[src/rtl/mcs4_pkg.sv]
// MCS-4 bus types shared by the ROM sequencer, its arbiter and observers.
package mcs4;

   typedef enum logic [2:0] {
      A1 = 3'd0,
      A2 = 3'd1,
      A3 = 3'd2,
      M1 = 3'd3,
      M2 = 3'd4,
      X1 = 3'd5,
      X2 = 3'd6,
      X3 = 3'd7
   } instr_cyc_t;

   typedef logic [3:0]  char_t;
   typedef logic [7:0]  byte_t;
   typedef logic [11:0] rom_addr_t;

   localparam int Cycle_len = 8;
   localparam int Max_roms  = 16;

   function automatic char_t chip_of(input rom_addr_t a);
      return a[11:8];
   endfunction

endpackage

[src/rtl/mcs4_rr_arbiter.sv]
// Two-port fetch arbiter: round-robin on ties (RR_EN=1) or fixed port-0 priority.
// Latency: combinational grant; pointer moves on the clock edge closing an enabled grant.
// Backpressure: losers see no grant and must keep requesting.
module mcs4_rr_arbiter #(
   parameter bit RR_EN = 1'b1
) (
   input  logic       clk,
   input  logic       rst_n,
   input  logic [1:0] req,
   input  logic       en,
   output logic       gnt_vld,
   output logic       gnt_id
);

   logic last_q;

   always_comb begin
      gnt_vld = |req;
      if (req == 2'b11) begin
         gnt_id = RR_EN ? ~last_q : 1'b0;
      end else begin
         gnt_id = ~req[0];
      end
   end

   // Pointer starts at 1 so port 0 wins the first tie after reset.
   always_ff @(posedge clk or negedge rst_n) begin
      if (!rst_n) begin
         last_q <= 1'b1;
      end else if (en && gnt_vld) begin
         last_q <= gnt_id;
      end
   end

endmodule

[src/rtl/mcs4_rom_sequencer.sv]
// MCS-4 ROM bus master: 8-phase cycle, sync, one arbitrated fetch per instruction cycle.
// Latency: response pulse in X1, 6 clocks after the accepting X3.
// Backpressure: requests held until req_ready; responses are unconditional pulses.
module mcs4_rom_sequencer
   import mcs4::*;
#(
   parameter int NUM_ROMS = 16,
   parameter bit RR_EN    = 1'b1
) (
   input  logic                clk,
   input  logic                rst_n,
   input  logic [1:0]          req_valid,
   input  rom_addr_t [1:0]     req_addr,
   output logic [1:0]          req_ready,
   output logic                rsp_valid,
   output logic                rsp_id,
   output byte_t               rsp_data,
   output logic                rsp_err,
   output logic                sync,
   output logic                cm_rom,
   output instr_cyc_t          phase,
   output char_t               dbus_out,
   input  char_t               dbus_in
);

   localparam logic [4:0] RomLimit = (NUM_ROMS > Max_roms) ? 5'(Max_roms) : 5'(NUM_ROMS);

   logic      active_q;
   rom_addr_t addr_q;
   logic      id_q;
   char_t     hi_q;
   logic      in_x3;
   logic      gnt_vld;
   logic      gnt_id;
   logic      err_addr;

   assign in_x3    = (phase == X3);
   assign sync     = in_x3;
   assign err_addr = ({1'b0, chip_of(addr_q)} >= RomLimit);

   mcs4_rr_arbiter #(
      .RR_EN (RR_EN)
   ) u_arb (
      .clk     (clk),
      .rst_n   (rst_n),
      .req     (req_valid),
      .en      (in_x3),
      .gnt_vld (gnt_vld),
      .gnt_id  (gnt_id)
   );

   // Phase sits at X3 throughout reset, so the accept pulse is masked by rst_n.
   always_comb begin
      req_ready = 2'b00;
      if (rst_n && in_x3 && gnt_vld) begin
         req_ready[gnt_id] = 1'b1;
      end
   end

   always_ff @(posedge clk or negedge rst_n) begin
      if (!rst_n) begin
         phase     <= X3;
         active_q  <= 1'b0;
         addr_q    <= '0;
         id_q      <= 1'b0;
         hi_q      <= '0;
         rsp_valid <= 1'b0;
         rsp_id    <= 1'b0;
         rsp_data  <= '0;
         rsp_err   <= 1'b0;
      end else begin
         phase     <= instr_cyc_t'(phase + 3'd1);
         rsp_valid <= 1'b0;
         if (in_x3) begin
            active_q <= gnt_vld;
            if (gnt_vld) begin
               addr_q <= req_addr[gnt_id];
               id_q   <= gnt_id;
            end
         end
         if (active_q && (phase == M1)) begin
            hi_q <= dbus_in;
         end
         if (active_q && (phase == M2)) begin
            rsp_valid <= 1'b1;
            rsp_id    <= id_q;
            rsp_err   <= err_addr;
            rsp_data  <= err_addr ? 8'h00 : {hi_q, dbus_in};
         end
      end
   end

   // Missing chips are still sequenced on the bus; only the returned data is suppressed.
   always_comb begin
      dbus_out = '0;
      cm_rom   = 1'b0;
      if (active_q) begin
         case (phase)
            A1: dbus_out = addr_q[3:0];
            A2: dbus_out = addr_q[7:4];
            A3: begin
               dbus_out = addr_q[11:8];
               cm_rom   = 1'b1;
            end
            X2: begin
               dbus_out = addr_q[11:8];
               cm_rom   = 1'b1;
            end
            default: dbus_out = '0;
         endcase
      end
   end

endmodule

[config.mk]
export PLATFORM = sky130hd
export DESIGN_NAME = mcs4_rom_sequencer
export DESIGN_NICKNAME = d
export VERILOG_FILES = /design/src/rtl/mcs4_pkg.sv /design/src/rtl/mcs4_rr_arbiter.sv /design/src/rtl/mcs4_rom_sequencer.sv
export SDC_FILE = /design/constraint.sdc
export NUM_CORES = 1
export LEC_CHECK = 0
export ABC_CLOCK_PERIOD_IN_PS = 4600
export BUFFER_PORTS_ARGS = -buffer_cell sky130_fd_sc_hd__buf_2
export CAP_MARGIN = 25
export CORE_ASPECT_RATIO = 2
export CORE_MARGIN = 2
export CORE_UTILIZATION = 52
export CTS_CLUSTER_SIZE = 28
export DETAILED_ROUTE_END_ITERATION = 7
export PLACE_DENSITY = 0.79
export RECOVER_POWER = 25
export SYNTH_ARGS = -nofsm -noshare
export SYNTH_HDL_FRONTEND = slang
export SYNTH_SLANG_ARGS = --single-unit
[constraint.sdc]
create_clock -name clk -period 4.6 [get_ports clk]
set_input_delay 0.92 -clock clk [delete_from_list [all_inputs] [get_ports clk]]
set_output_delay 0.92 -clock clk [all_outputs]
set_load 0.02 [all_outputs]
# Word level (Yosys, flattened, before mapping)
# Cells that the tools add are included.
op_classes:
  add_sub_neg: 1
  bitwise: 2
  n_reduce_logical: 10
  n_eq_ne: 7
  n_mux: 11
  n_lt_le_gt_ge: 2
op_table:
  columns: ["cell", "n"]
  rows:
  - ["2-to-1 mux 12 bit", 2]
  - ["one-hot mux 4 bit (3 select lines)", 1]
  - ["equality test 3 bit, second input constant", 3]
  - ["equality test 3 x 2 -> 1 bit, second input constant", 2]
  - ["logical AND 1 bit", 6]
  - ["2-to-1 mux 1 bit", 5]
  - ["2-to-1 mux 4 bit", 1]
  - ["OR reduction 2 bit", 2]
  - ["adder 3 x 1 -> 3 bit, second input constant", 1]
  - ["equality test 3 x 1 -> 1 bit, second input constant", 1]
  - ["logical NOT 3 bit", 1]
  - ["equality test 2 bit, second input constant", 1]
  - ["< comparator 1 x 2 -> 1 bit, second input constant", 1]
  - ["2-to-1 mux 2 bit", 1]
  - ["NOT 1 bit", 2]
  - ["AND reduction 2 bit", 1]
  - ["demux 1 bit (select 1 bit)", 1]
  - ["greater-or-equal comparator 1 bit, second input constant", 1]
totals:
  ff_bits: 32
  word_cells: 42
  in_bits: 32
  out_inout_bits: 22

# Logic depth before layout (Yosys ltp)
depth:
  ltp_word: 7
  depth_mapped: 6

# Hierarchy
# From an unflattened synthesis, not the netlist that was laid out.
unflattened:
  cells_unflattened: 133
  area_unflattened_um2: 1547.7
modules_own_cells:
  columns: ["module", "cells_per_inst", "area_each_um2", "seq_area_each_um2", "n_inst"]
  rows:
  - ["mcs4_rom_sequencer", 127, 1495.2, 779.5, 1]
  - ["mcs4_rr_arbiter", 6, 52.6, 26.3, 1]

# Least setup slack after synthesis
# OpenSTA, ideal clock, no wires.
synth_timing:
  kind: "reg-to-output"
  start: "register phase[1]"
  end: "output req_ready[0]"
  slack_ns: 1.732
  path_stages_with_launch: 7
  required_ns: 3.680
  arrival_ns: 1.948
  path_cell_list: "dfstp_2 ha_1 ha_1 o21a_1 buf_4 nand2_1 nor3_1"
synth_via:
  elab_chain_len: 4
synth_lines:
  columns: ["element", "line", "rtl"]
  rows:
  - ["start, declared", "mcs4_rom_sequencer.sv:21", "output instr_cyc_t phase,"]
  - ["start signal, assigned", "mcs4_rom_sequencer.sv:72", "phase <= instr_cyc_t'(phase + 3'd1);"]
  - ["equality test 3 bit", "mcs4_rom_sequencer.sv:37", "assign in_x3 = (phase == X3);"]
  - ["net sync", "mcs4_rom_sequencer.sv:19", "output logic sync,"]
  - ["logical AND 1 bit (2 in series)", "mcs4_rom_sequencer.sv:55", "if (rst_n && in_x3 && gnt_vld) begin"]
  - ["2-to-1 mux 2 bit", "mcs4_rom_sequencer.sv:55", null]
  - ["end, declared", "mcs4_rom_sequencer.sv:14", "output logic [1:0] req_ready,"]
# The timed path passes the listed nets, and every way through them passes these cells.

# Final worst setup path
layout_timing:
  start: "input rst_n"
  end: "output req_ready[0]"
layout_via:
  elab_chain_len: 3
layout_lines:
  columns: ["element", "line", "rtl"]
  rows:
  - ["start, declared", "mcs4_rom_sequencer.sv:11", "input logic rst_n,"]
  - ["logical AND 1 bit (2 in series)", "mcs4_rom_sequencer.sv:55", null]
  - ["2-to-1 mux 2 bit", "mcs4_rom_sequencer.sv:55", null]
# No other way between the ends.

==> qor.yml <==
grt_pass1_wl_mm: 5.68
ctsHoldBuffers: 0
hold_viol: 0
antenna_found_initial: 0
clk_pin_slew_ps: 60
fin_skew_ps: 6.22
top_level_ports: 54
async_reset_ff_share_pct: 100
root_buffer: "clkbuf_8"
p_leak_nw: 0.906
ys_top_cells_by_area: "dfrtp_1, mux2_2, dfstp_2"
area_growth_pct: 22.8
start_util_pct: 54.4
die_area_um2: 3370
drc: 0
drt-wirelength-per-cell_um: 14.7
avgSynthCellArea_um2: 10.6
ys.flop_type: "dfrtp_1"
core_area_um2: 2770
grt_use_total_pct: 22.2
arrival_ps: 1970
crit_path_end_kind: "primary output"
dr.first_iter.drc_count: 27
critPathRequiredTime_ps: 3680
status: "finished clean"
slew_viol_final: 0
cap_violations: 0
grt_pass1_vias: 1296
start_kind: "input pin"
gp_congestion: 0.829
final-seq-area_um2: 806
yosys-top-cells-count: "dfrtp_1, nor2_1, mux2_2"
rsz0062_at_grt: "false"
fp.dieH_um: 80.1
ant_nets: 0
ir_worst_vdd_uv: 231
vias: 1245
worst_pin_slew_ps: 699
synth_edf_count: 0
drt_pre_antenna_iters: 5
dp_hpwl_mm: 2.60
grt_max_degree: 34
synth_largest_area_cell: "dfrtp_1"
max_freq_mhz: 346
finalNetCount: 232
clk_latency_ps: 280
cts_buffers: 5
cts_buffer_depth: 2
synth_top_area_share_pct: 46.5
syn_inst: 142
path_class: "in2out"
clock-sinks: 32
routed_via_density: 5.56
synth_seq_area_share_pct: 53.5
drive_gt1_share_pct: 40.0
fillers: 226
synth_fp_nets: 180
cts_resized: 0
slew_headroom_pct: 53.4
cp_max_fo: 33
ys_types: 25
hold_class: "reg2reg"
setup_tns_ps: 0
wl_mm: 3.28
hold_slack_ps: 503
synth_most_common_cell: "dfrtp_1"
port-buffer-count: 52
ys_seq_elements: 32
overflow: 0
pwr_density_cell_nw_per_um2: 340
fp-row-count: 27
cts_tree: "built"
n_antenna_cell: 0
finalSetupViolCount: 0
period_needed_ps: 2890
fin_crit_sh_pct: 62.8
multi_input_area_um2: 627
synth_warnings: 0
fp.dieW_um: 42.1
synth.cell_area_um2: 1510
post_cts_buffers: 0
cts_max_level: 2
[path summary, 6_finish.rpt]
check,start,to,slack (ps),cells after the start
worst max-delay path,rst_n,req_ready[0],1710,4
worst min-delay path,rsp_data[1]$_DFFE_PN0P_,rsp_data[1]$_DFFE_PN0P_,500,1
worst max register to register,phase[0]$_DFF_PN1_,addr_q[4]$_DFFE_PN0P_,2810,6
worst min register to register,rsp_data[1]$_DFFE_PN0P_,rsp_data[1]$_DFFE_PN0P_,500,1
max in group asynchronous,rst_n,rsp_data[6]$_DFFE_PN0P_,3470,1
min in group asynchronous,rst_n,hi_q[2]$_DFFE_PN0P_,680,1
[metrics by stage]
| stage | setup WS, ps | util (%) | total power [mW] | area [um^2] | instances |
|---|---|---|---|---|---|
| after floorplan | 1730 | - | 0.385 | 1510 | 142 |
| after global placement | 1720 | 63.6 | 0.421 | 1760 | 216 |
| after detailed placement | 1680 | 63.6 | 0.427 | 1760 | 216 |
| after CTS | 1660 | 66.8 | 0.637 | 1850 | 224 |
| after global routing | 1470 | 66.8 | 0.661 | 1850 | 224 |
| final | 1710 | 66.8 | 0.629 | 1850 | 224 |
[area by class of cell]
class / count / share of cell area [%]
inverter: 7 / 1.42
clock buffer: 5 / 3.72
timing repair buffer: 53 / 14.5
clock inverter: 3 / 1.01
sequential: 32 / 43.5
tap: 29 / 1.96
multi-input combinational: 95 / 33.9
[critical path: stages]
cell	delay [ps]
buf_2	540
nand2_1	150
nor3_1	160
buf_2	190
[flip-flops by register name, summed over array words and instances, names as in the netlist]
| register | cells |
|---|---|
| active_q | 1 |
| id_q | 1 |
| rsp_id | 1 |
| rsp_data | 8 |
| rsp_valid | 1 |
| phase | 3 |
| u_arb.last_q | 1 |
| hi_q | 4 |
| addr_q | 12 |
[report_power, final]
part	internal, mW	total, mW	switching (mW)	leakage, nW
clock	0.105	0.208	0.103	0.0479
combinational	0.0417	0.0968	0.0551	0.492
sequential	0.308	0.324	0.0161	0.366
[layer usage]
| metal | global-route usage [%] | part of all wire (%) | vias up |
|---|---|---|---|
| met5 | 0 | 0 | - |
| met1 | 23.8 | 35 | 571 |
| met2 | 39.7 | 54 | 61 |
| li1 | - | - | 601 |
| met3 | 5.17 | 7.2 | 12 |
| met4 | 11.3 | 3.8 | 0 |
[logic make-up after synthesis]
logic type / Yosys count / share of synthesized area [%]
AO/OA/AOI/OAI: 33 / 13.8
AND/OR/NAND/NOR: 42 / 12.9
buffers and inverters: 15 / 4.90
other: 1 / 0.249
flip-flops: 32 / 53.5
multiplexers: 13 / 9.72
adder cells (fa/ha/maj): 6 / 4.98
[cell usage in the layout (no fill, tap or decap), drive strengths merged, types with 5 or more instances in the layout]
cell | Yosys | final
ha | 6 | 6
nor2 | 20 | 20
inv | 7 | 7
mux2 | 13 | 13
o21ai | 12 | 12
dfrtp | 28 | 28
buf | 8 | 53
clkbuf | 0 | 5
a31oi | 12 | 12
nand3 | 13 | 13
Note: power is estimated with default switching activity, not from simulation.
